$ cat config.mk
export PLATFORM = sky130hd
export DESIGN_NAME = opendap_swd_link_ctrl
export DESIGN_NICKNAME = d
export VERILOG_FILES = /design/src/rtl/opendap_swd_link_ctrl.sv
export SDC_FILE = /design/constraint.sdc
export NUM_CORES = 1
export LEC_CHECK = 0
export CAP_MARGIN = 20
export CORE_MARGIN = 2
export CORE_UTILIZATION = 56
export DETAILED_ROUTE_END_ITERATION = 6
export MAX_ROUTING_LAYER = met4
export PLACE_DENSITY = 0.82
export SLEW_MARGIN = 20
export SYNTH_ARGS = -nofsm -noshare
export SYNTH_HDL_FRONTEND = slang
export SYNTH_SLANG_ARGS = --single-unit
$ cat constraint.sdc
create_clock -name swclk -period 5.5 [get_ports swclk]
set_clock_uncertainty 0.2 [all_clocks]
set_input_delay 0.825 -clock swclk [delete_from_list [all_inputs] [get_ports swclk]]
set_output_delay 0.825 -clock swclk [all_outputs]
set_load 0.05 [all_outputs]
$ cat src/rtl/opendap_swd_link_ctrl.sv
// opendap_swd_link_ctrl: SWD link state tracking and request header decode.
// Hands each good header to the data-phase engine, then ignores the line until phase_done.
module opendap_swd_link_ctrl #(
    parameter bit FIRST_DPIDR = 1'b1,
    parameter bit PARK_CHECK  = 1'b1
) (
    input  logic       swclk,
    input  logic       rst_n,
    input  logic       i_swdi_reg,
    input  logic       i_enter_dormant,
    input  logic       i_exit_dormant,
    input  logic       i_line_reset,
    input  logic       i_phase_done,
    output logic       o_link_dormant,
    output logic       o_link_lockout,
    output logic       o_req_valid,
    output logic       o_req_apndp,
    output logic       o_req_rnw,
    output logic [1:0] o_req_addr,
    output logic       o_req_err
);
    typedef enum logic [2:0] {
        S_DORMANT, S_RESET, S_IDLE, S_HEADER, S_BUSY, S_LOCKOUT
    } state_t;

    state_t      r_state, w_state;
    logic        r_seen_lr, w_seen_lr;
    logic        r_first, w_first;
    logic [2:0]  r_cnt, w_cnt;
    logic [5:0]  r_sh;
    logic        r_req_valid, w_req_valid;
    logic        r_req_err, w_req_err;
    logic        r_apndp, r_rnw;
    logic [1:0]  r_addr;
    logic [6:0]  w_hdr;
    logic        w_frame_ok, w_first_ok;

    // {park, stop, parity, A3, A2, RnW, APnDP}; the park bit is the live input on the last sample
    assign w_hdr      = {i_swdi_reg, r_sh};
    assign w_frame_ok = (w_hdr[4] == ^w_hdr[3:0]) && !w_hdr[5] && (w_hdr[6] || !PARK_CHECK);
    assign w_first_ok = !FIRST_DPIDR || !r_first || (w_hdr[3:0] == 4'b0010);

    always_comb begin
        w_state     = r_state;
        w_seen_lr   = r_seen_lr;
        w_first     = r_first;
        w_cnt       = r_cnt;
        w_req_valid = 1'b0;
        w_req_err   = 1'b0;
        if (i_enter_dormant) begin
            w_state = S_DORMANT;
        end else if (i_line_reset && r_state != S_DORMANT) begin
            w_state   = S_RESET;
            w_seen_lr = 1'b1;
            w_first   = 1'b1;
        end else begin
            case (r_state)
                S_DORMANT: if (i_exit_dormant) begin
                    w_state   = S_RESET;
                    w_seen_lr = 1'b0;
                end
                S_RESET: if (r_seen_lr && !i_swdi_reg) begin
                    w_state   = S_IDLE;
                    w_seen_lr = 1'b0;
                end
                S_IDLE: if (i_swdi_reg) begin
                    w_state = S_HEADER;
                    w_cnt   = 3'd0;
                end
                S_HEADER: begin
                    w_cnt = r_cnt + 3'd1;
                    if (r_cnt == 3'd6) begin
                        w_req_valid = w_frame_ok && w_first_ok;
                        w_req_err   = !w_req_valid;
                        w_state     = w_req_valid ? S_BUSY : S_LOCKOUT;
                        w_first     = w_req_valid ? 1'b0 : r_first;
                    end
                end
                S_BUSY:    if (i_phase_done) w_state = S_IDLE;
                S_LOCKOUT: w_state = S_LOCKOUT;
                default:   w_state = S_DORMANT;
            endcase
        end
    end

    always_ff @(posedge swclk or negedge rst_n) begin
        if (!rst_n) begin
            r_state     <= S_DORMANT;
            r_seen_lr   <= 1'b0;
            r_first     <= 1'b1;
            r_cnt       <= 3'd0;
            r_sh        <= 6'd0;
            r_req_valid <= 1'b0;
            r_req_err   <= 1'b0;
            r_apndp     <= 1'b0;
            r_rnw       <= 1'b0;
            r_addr      <= 2'd0;
        end else begin
            r_state     <= w_state;
            r_seen_lr   <= w_seen_lr;
            r_first     <= w_first;
            r_cnt       <= w_cnt;
            r_sh        <= {i_swdi_reg, r_sh[5:1]};
            r_req_valid <= w_req_valid;
            r_req_err   <= w_req_err;
            if (w_req_valid) begin
                r_apndp <= w_hdr[0];
                r_rnw   <= w_hdr[1];
                r_addr  <= w_hdr[3:2];
            end
        end
    end

    assign o_link_dormant = (r_state == S_DORMANT);
    assign o_link_lockout = (r_state == S_LOCKOUT);
    assign o_req_valid    = r_req_valid;
    assign o_req_err      = r_req_err;
    assign o_req_apndp    = r_apndp;
    assign o_req_rnw      = r_rnw;
    assign o_req_addr     = r_addr;
endmodule
[Yosys cells after proc, flatten, opt, wreduce, memory -nomap -nowiden]
Index checks and enable logic that the tools add are counted.
Word-level totals
  word-level logic and storage cells: 78
  memory bits (read-only): 0
  memories: 0
  output and inout port bits: 8
  memory bits (writable): 0
  latch bits: 0
  register bits: 20
Operators by class
  magnitude comparators: 0
  div/mod/pow operators: 0
  bitwise operators: 2
  multiplexer cells: 27
  $mul: 0
  shifts and indexed selects: 0
  add/subtract/negate cells: 1
  reductions and logical operators: 22
  equality and inequality tests: 16
Operators by type and width (count)
  3-bit two-way mux: 8
  3-bit case mux with 6 select lines: 1
  1-bit two-way mux: 16
  4-bit inequality test, second input constant: 4
  4-bit AND reduction: 3
  3-bit equality test, second input constant: 3
  2-bit nonzero test: 4
  3-bit by 2-bit equality test with 1-bit output, second input constant: 2
  3-bit case mux with 2 select lines: 1
  3-bit nonzero test: 2
  1-bit logical AND: 5
  5-bit AND reduction: 1
  4-bit by 2-bit equality test with 1-bit output, second input constant: 1
  1-bit logical NOT: 4
  4-bit by 3-bit inequality test with 1-bit output, second input constant: 1
  4-bit parity: 1
  3-bit by 1-bit adder with 3-bit output, second input constant: 1
  3-bit by 1-bit equality test with 1-bit output, second input constant: 1
  3-bit logical NOT: 1
  3-bit by 2-bit inequality test with 1-bit output, second input constant: 1
  3-bit inequality test, second input constant: 1
  2-bit inequality test, second input constant: 1
  1-bit inverter: 2
  1-bit case mux with 2 select lines: 1
  2 further kinds: 2

[Logic depth before layout (Yosys ltp)]
Gate-level depths: netlist (run 1).
  word-level depth: 10
  mapped depth: 6
  mapped depth without buffers: 6

[Worst setup path after synthesis (run 1)]
No wires, ideal clock.
  kind: reg2out
  start: register r_state[2]
  end: output o_link_dormant
  buffers on the path: 1
  slack: 2.773 ns
  arrival time: 1.702 ns
  stages on the path, launching flop included: 3
  path through: dfrtp_1 > clkbuf_1 > nor3_1
Between the ends
  word-level cells in the longest chain between the ends: 1
Ends and longest elaborated chain
  start: declaration: RTL line 26  | state_t r_state, w_state;
  start signal: assignment: RTL line 99  | r_state <= w_state;
  3-bit logical NOT: RTL line 114  | assign o_link_dormant = (r_state == S_DORMANT);
  end: declaration: RTL line 14  | output logic o_link_dormant,
No other way between the ends.

[Final worst setup path (run 1)]
  start: register r_state[0]
  end: output o_link_lockout
Between the ends
  word-level cells in the longest chain between the ends: 1
Ends and longest elaborated chain
  3-bit equality test: RTL line 115  | assign o_link_lockout = (r_state == S_LOCKOUT);
  end: declaration: RTL line 15  | output logic o_link_lockout,
No other way between the ends.

==> results.md, run 1 <==
* Status: complete, no violations
* Final hold violations at 0
* Finished Cell Area at between 1000 and 1500 µm²
* Total negative slack at 0 ps
* 1st-iter DRT viols at 21
* Peak VDD IR at around 0.18 mV
* Post-synth ARST share at 100%
* Dominant synthesized flop cell: dfrtp_1
* WP data required at ~4500 ps
* Top Ports at 15
* Starting Density at 59.3%
* Cells after Synth at 96
* Arr. time, crit path at 2000 ps
* Level count of the clock H-tree at 1
* Layout cells sized above 1 at roughly an eighth
* Diode count at 0
* Synthesized area per cell at between 10 and 15 µm²
* Area of the die at roughly 2200 µm²
* Worst setup EP type: output pin
* Synthesized area at 1020 µm²
* Synth top area cells: dfrtp_1, ha_1, inv_1
* Register area share after synthesis at between 40% and 50%
* Worst Setup Start Kind: flop
* Worst setup margin at around 2500 ps
* DR vias at 751
* Vias in the first global route at ~740
* Mapped Nets at 107
* Cell with the most instances after synthesis: dfrtp_1
* DRC violations left at 0
* Fmax at 330 MHz
* Yosys top cell by area: dfrtp_1
* Die Y at between 40 and 50 µm
* Cell Count, Final, Fillers Out at between 100 and 150
* WS Path Type: flop to output pin
* I/O Buffers at 14
* Per-cell routed wire length at approximately 14 µm
* Clock sink count at 20
* Core area at 1730 µm²
* Pre-Repair DR Iteration Count at 4
* Global placer's final weighted congestion at roughly 0.85
* CP max stage delay at 800 ps
* CTS tree: built
* Placed cells at between 100 and 150
* Global router's overall resource usage at a little over a fifth
* Row cnt at 15
* Grt total ovfl at 0
* Max-cap violations at 0
* Hold Crit Class: flop to flop
* Layout area overhead at 17.8%
* Post-synth top cells: dfrtp_1, inv_1, nand2_1
* First-pass GRT wire length at around 3.2 mm
* WL final at ~1.9 mm
* Period utilization at between 50% and 60%
* Cts hold-fix bufs at 0
* Clock latency on the worst-skew pair at 310 ps
* Net total in the final layout at around 120
* Lkg Pwr at 0.576 nW
* Critical path, cell by cell: and3b_1 > clkdlybuf4s50_1
* Longest Clk Path Bufs at 2
* Final setup vio count at 0
* Initial antenna violation count at 0
* Fin. max-slew vios at 0
* Die width at approximately 47 µm
* Hpwl dp at approximately 1.4 mm
* Final worst path period need at 3030 ps
* Power Density at 240 nW/µm²
* Final ANT Viol Nets at 0
* Post-CTS Resized at 0
* Unrepaired setup endpoints after global routing: false
* Synth unique cells at 33
* Placed Instance Area at between 1000 and 1500 µm²
* Vias per cell at around 5.6
* Worst Tran Pin Value at 857 ps
* Number of synthesized register bits at 20
* Dpl ws at 2700 ps
* CTS clk-pin slew, worst paths at 110 ps
* Crit path max-delay cell type: clkdlybuf4s50_1
* Yosys top cell area share at a little under half
* Largest net degree at the start of global routing at 21
* Yosys warns at 0
* EDFF count, synth at 0
* Num CTS Buffers at 3
* Rel. slew slack at roughly 43%
* CP Max Fanout at 17
* Root Buffer: clkbuf_4
* Setup bufs post-CTS at 0
[cells by family after synthesis]
kind of cell / share of synthesized area, %
AO/OA/AOI/OAI: 14.7
XOR/XNOR: 2.20
adder cells (fa/ha/maj): 4.89
buffers and inverters: 5.87
flip-flops: 49.0
multiplexers: 5.38
AND/OR/NAND/NOR: 18.0
[metal layers]
metal	GRT usage [%]	vias to the layer above	part of all wire [%]
met1	23.8	364	43
met4	6.67	0	1.4
li1	-	363	-
met2	37.2	20	51
met3	8.08	4	5.3
met5	-	-	0
[registers in the layout (all words and copies together), names as in the netlist]
register,cells
o_req_rnw,1
o_req_addr,2
o_req_apndp,1
r_first,1
r_cnt,3
o_req_valid,1
r_sh,6
o_req_err,1
r_state,3
r_seen_lr,1
[critical path, delay by kind of cell (launching register included)]
| family | cells | cell delay (ps) |
|---|---|---|
| buffers and inverters | 1 | 800 |
| flip-flops | 1 | 640 |
| AND/OR/NAND/NOR | 1 | 250 |
[power breakdown]
| group | leakage [nW] | switching (mW) | total [mW] | internal (mW) |
|---|---|---|---|---|
| Combinational | 0.302 | 0.0256 | 0.0489 | 0.0233 |
| Sequential | 0.259 | 0.0115 | 0.167 | 0.155 |
| Clock | 0.0150 | 0.0454 | 0.0738 | 0.0284 |
| Total | 0.576 | 0.0826 | 0.290 | 0.207 |
[area by class of cell]
cell class / instances / area (µm²)
timing repair buffer: 14 / 140
multi-input combinational: 60 / 462
clock buffer: 4 / 26.3
tap: 25 / 31.3
fill: 145 / 520
inverter: 12 / 45.0
sequential: 20 / 502
[worst paths after layout]
check                                start              to  slack (ps)  cells after the start
worst min-delay path               r_sh[4]         r_sh[3]         220                      0
min in group asynchronous            rst_n        r_cnt[0]         790                      1
worst max register to register     r_sh[2]   o_req_addr[0]        3100                      6
worst max-delay path            r_state[0]  o_link_lockout        2470                      2
max in group asynchronous            rst_n         r_sh[3]        3780                      1
worst min register to register     r_sh[4]         r_sh[3]         220                      0
[through the flow]
stage | hold slack (ps) | utilization (%) | power, mW
2_1_floorplan | 170 | - | 0.201
3_3_place_gp | 191 | 68.3 | 0.217
3_5_place_dp | 196 | 68.3 | 0.219
4_1_cts | 226 | 69.9 | 0.293
5_1_grt | 243 | 69.9 | 0.306
6_report | 222 | 69.9 | 0.290
[cell usage in the layout, fill, tap and decap left out, types with 3 or more instances in the layout]
cell,netlist,layout
clkdlybuf4s50_1,0,14
clkbuf_4,0,3
ha_1,4,4
nor2b_1,3,3
o21ai_0,6,6
dfrtp_1,19,19
inv_1,12,12
nor2_1,6,6
mux2_2,4,4
nand2_1,7,7
Note: power is estimated with default switching activity, not from simulation.
==> run 2: changes to the inputs <==
--- a/config.mk
+++ b/config.mk
@@ -7,10 +7,10 @@
 export LEC_CHECK = 0
 export CAP_MARGIN = 20
 export CORE_MARGIN = 2
-export CORE_UTILIZATION = 56
+export CORE_UTILIZATION = 52
 export DETAILED_ROUTE_END_ITERATION = 6
 export MAX_ROUTING_LAYER = met4
-export PLACE_DENSITY = 0.82
+export PLACE_DENSITY = 0.77
 export SLEW_MARGIN = 20
 export SYNTH_ARGS = -nofsm -noshare
 export SYNTH_HDL_FRONTEND = slang
==> constraint.sdc (replaced) <==
create_clock -name swclk -period 3.1 [get_ports swclk]
set_clock_uncertainty 0.2 [all_clocks]
set_input_delay 0.465 -clock swclk [delete_from_list [all_inputs] [get_ports swclk]]
set_output_delay 0.465 -clock swclk [all_outputs]
set_load 0.05 [all_outputs]
==> results.md, run 2 (synthesized netlist as in run 1, its figures left out) <==
* Switch Pwr at approximately 0.15 mW
* Status: complete, no violations
* Area occupied by multi-input gates at approximately 460 µm²
* Die width at slightly below 50 µm
* Clock sink count at 20
* Area of the die at about 2300 µm²
* Lkg Pwr at roughly 0.59 nW
* Power Density at 484 nW/µm²
* Unrepaired setup endpoints after global routing: false
* Diode count at 0
* Comb power frac at about 14%
* Top Ports at 15
* Global placer's final weighted congestion at between 0.9 and 1
* Most frequent cells in the layout: dfrtp_1, clkdlybuf4s50_1, inv_1, nand2_1
* Die Y at around 48 µm
* Net total in the final layout at between 100 and 150
* Clock share of power at 35.8%
* Worst Setup Start Kind: flop
* CTS tree: built
* Placed Instance Area at 1180 µm²
* DRC violations left at 0
* Leading registers by flop count: r_sh x6, r_cnt x3, r_state x3
* Peak VDD IR at around 0.32 mV
* Hold path cells at 0
* Worst setup EP type: output pin
* Post-CTS Resized at 0
* Rel. slew slack at 42.4%
* Arr. time, crit path at roughly 2000 ps
* 1st-iter DRT viols at 9
* WP data required at about 2400 ps
* Core area at between 1500 and 2000 µm²
* Level count of the clock H-tree at 1
* Net Sw Frac at 25.1%
* CP max stage delay at 800 ps
* Cts hold-fix bufs at 0
* R2R depth at 6
* Row cnt at 16
* Longest Clk Path Bufs at 2
* CP Max Fanout at 17
* Period utilization at 86.3%
* CTS clk-pin slew, worst paths at roughly 120 ps
* Final setup vio count at 0
* Grt total ovfl at 0
* Per-cell routed wire length at 13.8 µm
* Pre-Repair DR Iteration Count at 4
* Sequential share of power at about half
* Final ANT Viol Nets at 0
* DR vias at 750
* Fin. max-slew vios at 0
* Fill cell count at approximately 160
* Total negative slack at 0 ps
* Setup bufs post-CTS at 0
* Starting Density at between 50 and 60%
* Critical path, cell by cell: and3b_1 > clkdlybuf4s50_1
* WS Path Type: flop to output pin
* First-pass GRT wire length at 3.37 mm
* Crit path max-delay cell type: clkdlybuf4s50_1
* Final worst path period need at ~2700 ps
* Hpwl dp at about 1.4 mm
* Global router's overall resource usage at a little under a fifth
* Vias in the first global route at a little under 800
* Vias per cell at approximately 5.5
* Root Buffer: clkbuf_4
* Max-cap violations at 0
* WL final at 1.89 mm
* Hold Crit Class: flop to flop
* Final hold violations at 0
* Largest register FFs at 6
* Layout area overhead at 20.7%
* Fmax at 374 MHz
* Largest Register: r_sh
* I/O Buffers at 14
* Finished Cell Area at ~1200 µm²
* Initial antenna violation count at 0
* Register area at 502 µm²
* Largest net degree at the start of global routing at 21
* Clock latency on the worst-skew pair at about 300 ps
* Layout cells sized above 1 at between 10% and 20%
* Worst Tran Pin Value at 861 ps
* Num CTS Buffers at 3
* Commonest non-fill, non-tap cell in the layout: dfrtp_1
* Pint at ~0.45 mW
[run 2: cell count changes in the layout (fill, tap and decap cells not counted)]
cell	delta
bufinv_16	+1
clkbuf_1	-1
[run 2: power groups by stage]
stage               Sequential, mW  Clock (mW)  Combinational (mW)
CTS                          0.297       0.219              0.0877
global placement             0.300           0              0.0848
finish                       0.297       0.214              0.0864
floorplan                    0.289           0              0.0678
detailed placement           0.301           0              0.0878
global route                 0.301       0.230              0.0979
[run 2: area by class of cell]
class,instances,area share [%]
clock buffers,3,1.82
clock inverters,1,2.43
inverters,12,3.65
multi-input cells,60,37.4
flip-flops and latches,20,40.6
well taps,27,2.74
repair buffers,14,11.3
[run 2: layer usage]
| metal | up-vias | GRT usage, % | share of wire (%) |
|---|---|---|---|
| met5 | - | - | 0 |
| met2 | 19 | 31.9 | 52 |
| li1 | 362 | - | - |
| met1 | 367 | 21.6 | 42 |
| met3 | 2 | 6.48 | 5.2 |
| met4 | 0 | 5.71 | 0.53 |
[run 2: critical path, delay by kind of cell, from the launching register on]
family	cells	cell delay, ps
buffers and inverters	1	800
and+or+nand+nor	1	250
DFF	1	660
[run 2: worst paths after layout]
kind                            start        endpoint  slack (ps)
setup / recovery           r_state[0]  o_link_lockout         420
setup reg to reg              r_sh[2]   o_req_addr[0]         700
hold reg to reg               r_sh[4]         r_sh[3]         210
min in group asynchronous       rst_n     o_req_apndp         440
hold / removal                r_sh[4]         r_sh[3]         210
max in group asynchronous       rst_n      r_state[1]        1740
[run 2: metrics by stage]
| stage | power, mW | setup WS, ps | util [%] | hold WS, ps | std cells |
|---|---|---|---|---|---|
| finish | 0.598 | 423 | 64.9 | 213 | 137 |
| global route | 0.629 | 322 | 64.9 | 231 | 137 |
| CTS | 0.603 | 424 | 64.9 | 210 | 137 |
| detailed placement | 0.389 | 694 | 62.2 | 188 | 133 |
| global placement | 0.385 | 759 | 62.2 | 188 | 133 |
| floorplan | 0.357 | 733 | - | -30.6 | 96 |
==> edit 1: new RTL, config.mk and constraints of run 2 <==
Re-encode `state_t` (6 states) as one-hot, 6 bits wide.
--- a/src/rtl/opendap_swd_link_ctrl.sv
+++ b/src/rtl/opendap_swd_link_ctrl.sv
@@ -21,4 +21,4 @@
 );
-    typedef enum logic [2:0] {
-        S_DORMANT, S_RESET, S_IDLE, S_HEADER, S_BUSY, S_LOCKOUT
+    typedef enum logic [5:0] {
+        S_DORMANT = 6'b000001, S_RESET = 6'b000010, S_IDLE = 6'b000100, S_HEADER = 6'b001000, S_BUSY = 6'b010000, S_LOCKOUT = 6'b100000
     } state_t;
Behaviour: no difference found for any inputs over 10 cycles, from zero or initial values and one cycle with rst_n low; not proved beyond that.
==> edit 1 against run 2 <==
  * Power grew 3.5%
  * Sequential power grew 16%
  * Final area grew 17%
  * Routed wire length grew 32%
  * Synthesized area grew 22%
  * Clock power shrank 35%
  * Sequential cell count grew 3
  * Hold slack lost 0.0042 ns
  * Die area grew 20%
  * Setup slack lost 0.14 ns
  * Critical path type unchanged
==> edit 1: results (changes against run 2) <==
[synthesis]
synth_fa_ha_area_share_pct=4.81  ; was 4.89%
yosysSeqAreaShare_pct=46.3  ; was 49.0%
synthTopCellsByArea=dfrtp_1 42%, mux2_4 4.8%, dfstp_2 4.2%, ha_1 4.0%, o21ai_0 4.0%  ; was dfrtp_1 46%, ha_1 4.9%, inv_1 4.4%, mux2_2 4.4%, o21ai_0 2.9%
synth_compound_area_share_pct=15.8  ; was 14.7%
synth.mux.area_fraction_pct=5.62  ; was 5.38%
synth-xor-area-share_pct=2.51  ; was 2.20%
ys_types=40  ; was 33
synth_fp_nets=129  ; was 107
synth_common_cells=21 x dfrtp_1, 10 x o21ai_0, 8 x inv_1, 6 x a21oi_1, 5 x nand3_1  ; was 19 x dfrtp_1, 12 x inv_1, 7 x nand2_1, 6 x nor2_1, 6 x o21ai_0

[global_route]
track_usage_pct=22.4  ; was 19.0%
grt_max_degree=24  ; was 21
grt_use_met3_pct=5.65  ; was 6.48%
grt_pass1_vias=954  ; was 793
grt_pass1_wl_mm=4.35  ; was 3.37 mm
use_met2_pct=37.5  ; was 31.9%

[sta]
timing.fmax_ghz=0.355  ; was 0.374 GHz
tightest_slew_ns=0.616  ; was 0.861 ns

[finish]
finalNetCount=145  ; was 122
top_regs=r_sh x6, r_state x6, r_cnt x3  ; was r_sh x6, r_cnt x3, r_state x3
drive_gt1_share_pct=12.8  ; was 13.6%

[power_and_ir_drop]
peakVddDrop_v=0.000305  ; was 0.000322 V
clk-power_uw=140  ; was 214 uW
p_seq_uw=345  ; was 297 uW
power_uw=618  ; was 598 uW

[place]
hpwl_mm=1.92  ; was 1.40 mm
gp_congestion=0.920  ; was 0.932

[worst_setup_path]
cp-endpoint=o_link_dormant  ; was o_link_lockout
r2r.worst_path.cells=5  ; was 6
regToRegStartpoint=r_sh[1]  ; was r_sh[2]
r2r_end=o_req_rnw  ; was o_req_addr[0]

[min_path]
hold-path-endpoint=r_sh[4]  ; was r_sh[3]
hold_start=r_sh[5]  ; was r_sh[4]

[detailed_routing]
dr_wl_met3_um=136  ; was 99 um
drt_iter0_drc=8  ; was 9
vias=961  ; was 750
wl_met2_mm=1.28  ; was 982 um
wl_met1_mm=1.04  ; was 799 um
routed_wirelength_mm=2.50  ; was 1.89 mm

[status]
outcome=completed  ; unchanged

-- edit 1: changes by cell type in the layout (fill, tap and decap cells not counted), moves of 3 or more --
cell	before	now
mux2_2	4	0
nand2_1	7	4
nor4_1	0	3
nand3_1	2	5
inv_1	12	8
a21oi_1	1	6
o21ai_0	6	10
mux2_4	0	4
buf_4	0	3
-- edit 1: final cells by class --
class                   instances  area, um2  share of cell area, %
repair buffers                 17        161                   11.2
flip-flops and latches         23        578                   40.2
inverters                       8       30.0                   2.09
well taps                      28       35.0                   2.43
clock buffers                   3       22.5                   1.57
multi-input cells              81        607                   42.2
clock inverters                 1       5.00                  0.348
-- edit 1: metrics by stage --
stage / cells / hold WS, ns
2_1_floorplan: 118 / -0.0306
3_3_place_gp: 157 / 0.178
3_5_place_dp: 157 / 0.175
4_1_cts: 161 / 0.209
5_1_grt: 161 / 0.211
6_report: 161 / 0.208
-- edit 1: repair_timing --
action	CTS	global route
hold buffers	0	0
setup endpoints to repair	1	0
gates resized for setup	1	0
==> edit 2: new RTL, config.mk and constraints of run 2 <==
Without the edit above. Set the parameter `FIRST_DPIDR` to 1'b0 (it was 1'b1).
--- a/src/rtl/opendap_swd_link_ctrl.sv
+++ b/src/rtl/opendap_swd_link_ctrl.sv
@@ -3,3 +3,3 @@
 module opendap_swd_link_ctrl #(
-    parameter bit FIRST_DPIDR = 1'b1,
+    parameter bit FIRST_DPIDR = 1'b0,
     parameter bit PARK_CHECK  = 1'b1
Function: same outputs for any inputs over 10 cycles, from zero or initial values and one cycle with rst_n low; that may be too few to reach the edited logic, so the function may still have changed.
==> edit 2 against run 2 <==
  * Routed wire length fell by 13%
  * Sequential cell count fell by 1
  * Setup slack got worse by 0.096 ns
  * Synthesized area fell by 8.9%
  * Sequential share of layout area rose by 2.5 points
  * Final area fell by 11%
  * Highest routed layer unchanged
Power is not compared: it rests on default switching activity, and its combinational part moved more than twofold at a synthesized area within 25%.
==> edit 2: results (changes against run 2) <==
[sta]
hold_ws_ns=0.206  ; was 0.213 ns
timing.fmax_ghz=0.361  ; was 0.374 GHz
maxSlewHeadroom_pct=47.0  ; was 42.4%

[finish]
nNonClkInverters=5  ; was 12
multi_input_gates=55  ; was 60
drive_gt1_share_pct=11.3  ; was 13.6%
finalNetCount=107  ; was 122
syn_to_final_growth_pct=18.3  ; was 20.7%
final-clk-cell-share_pct=2.50  ; was 4.26%
design.seq.count=19  ; was 20
fillCellCount=146  ; was 163

[worst_setup_path]
rrSetupSlack_ns=1.02  ; was 0.70 ns
critPathMaxFanout=11  ; was 17
worstPathArrival_ns=2.11  ; was 2.01 ns

[clocking]
clk_pin_slew_ns=0.10  ; was 0.12 ns

[synthesis]
synth_compound_area_share_pct=13.8  ; was 14.7%
synth_fp_nets=92  ; was 107
synth-xor-area-share_pct=5.23  ; was 2.20%
synthTopCellsByArea=dfrtp_1 51%, mux2_4 6.4%, nand2_1 2.8%, ha_1 2.7%, o21ai_0 2.7%  ; was dfrtp_1 46%, ha_1 4.9%, inv_1 4.4%, mux2_2 4.4%, o21ai_0 2.9%

[global_route]
grt_use_met3_pct=2.35  ; was 6.48%
grt_util_met1_pct=21.1  ; was 21.6%
grt_pass1_wl_mm=2.58  ; was 3.37 mm
use_met2_pct=28.9  ; was 31.9%

[detailed_routing]
drt_iter0_drc=10  ; was 9
avgRoutedWirePerCell_um=13.4  ; was 13.8 um
dr_wl_met3_um=98  ; was 99 um

[place]
preCtsSetupSlack_ns=0.662  ; was 0.694 ns
dpl_cell_area_um2=1070  ; was 1180 um2
hpwl_mm=1.22  ; was 1.40 mm

[status]
outcome=completed  ; unchanged

-- edit 2: changes by cell type in the layout (fill, tap and decap cells not counted), moves of 2 or more --
cell              run 2  this run
and3_1                2         0
o2111ai_1             2         0
xor2_1                0         2
or3_1                 2         0
nor3_1                2         4
ha_1                  4         2
mux2_4                0         4
inv_1                12         5
mux2_2                4         0
nor2b_1               3         1
o311ai_0              2         0
-- edit 2: through the flow --
stage	total power, uW	cells
3_3_place_gp	536	118
6_report	664	122
5_1_grt	702	122
4_1_cts	666	122
3_5_place_dp	546	118
2_1_floorplan	487	83
-- edit 2: worst paths after layout --
path / startpoint / endpoint / depth (start not counted)
max: r_state[0] / o_link_lockout / 3
min: r_sh[4] / r_sh[3] / 0
max reg2reg: r_state[0] / r_state[1] / 5
min reg2reg: r_sh[4] / r_sh[3] / 0
max in group asynchronous: rst_n / r_seen_lr / 1
min in group asynchronous: rst_n / r_cnt[2] / 1
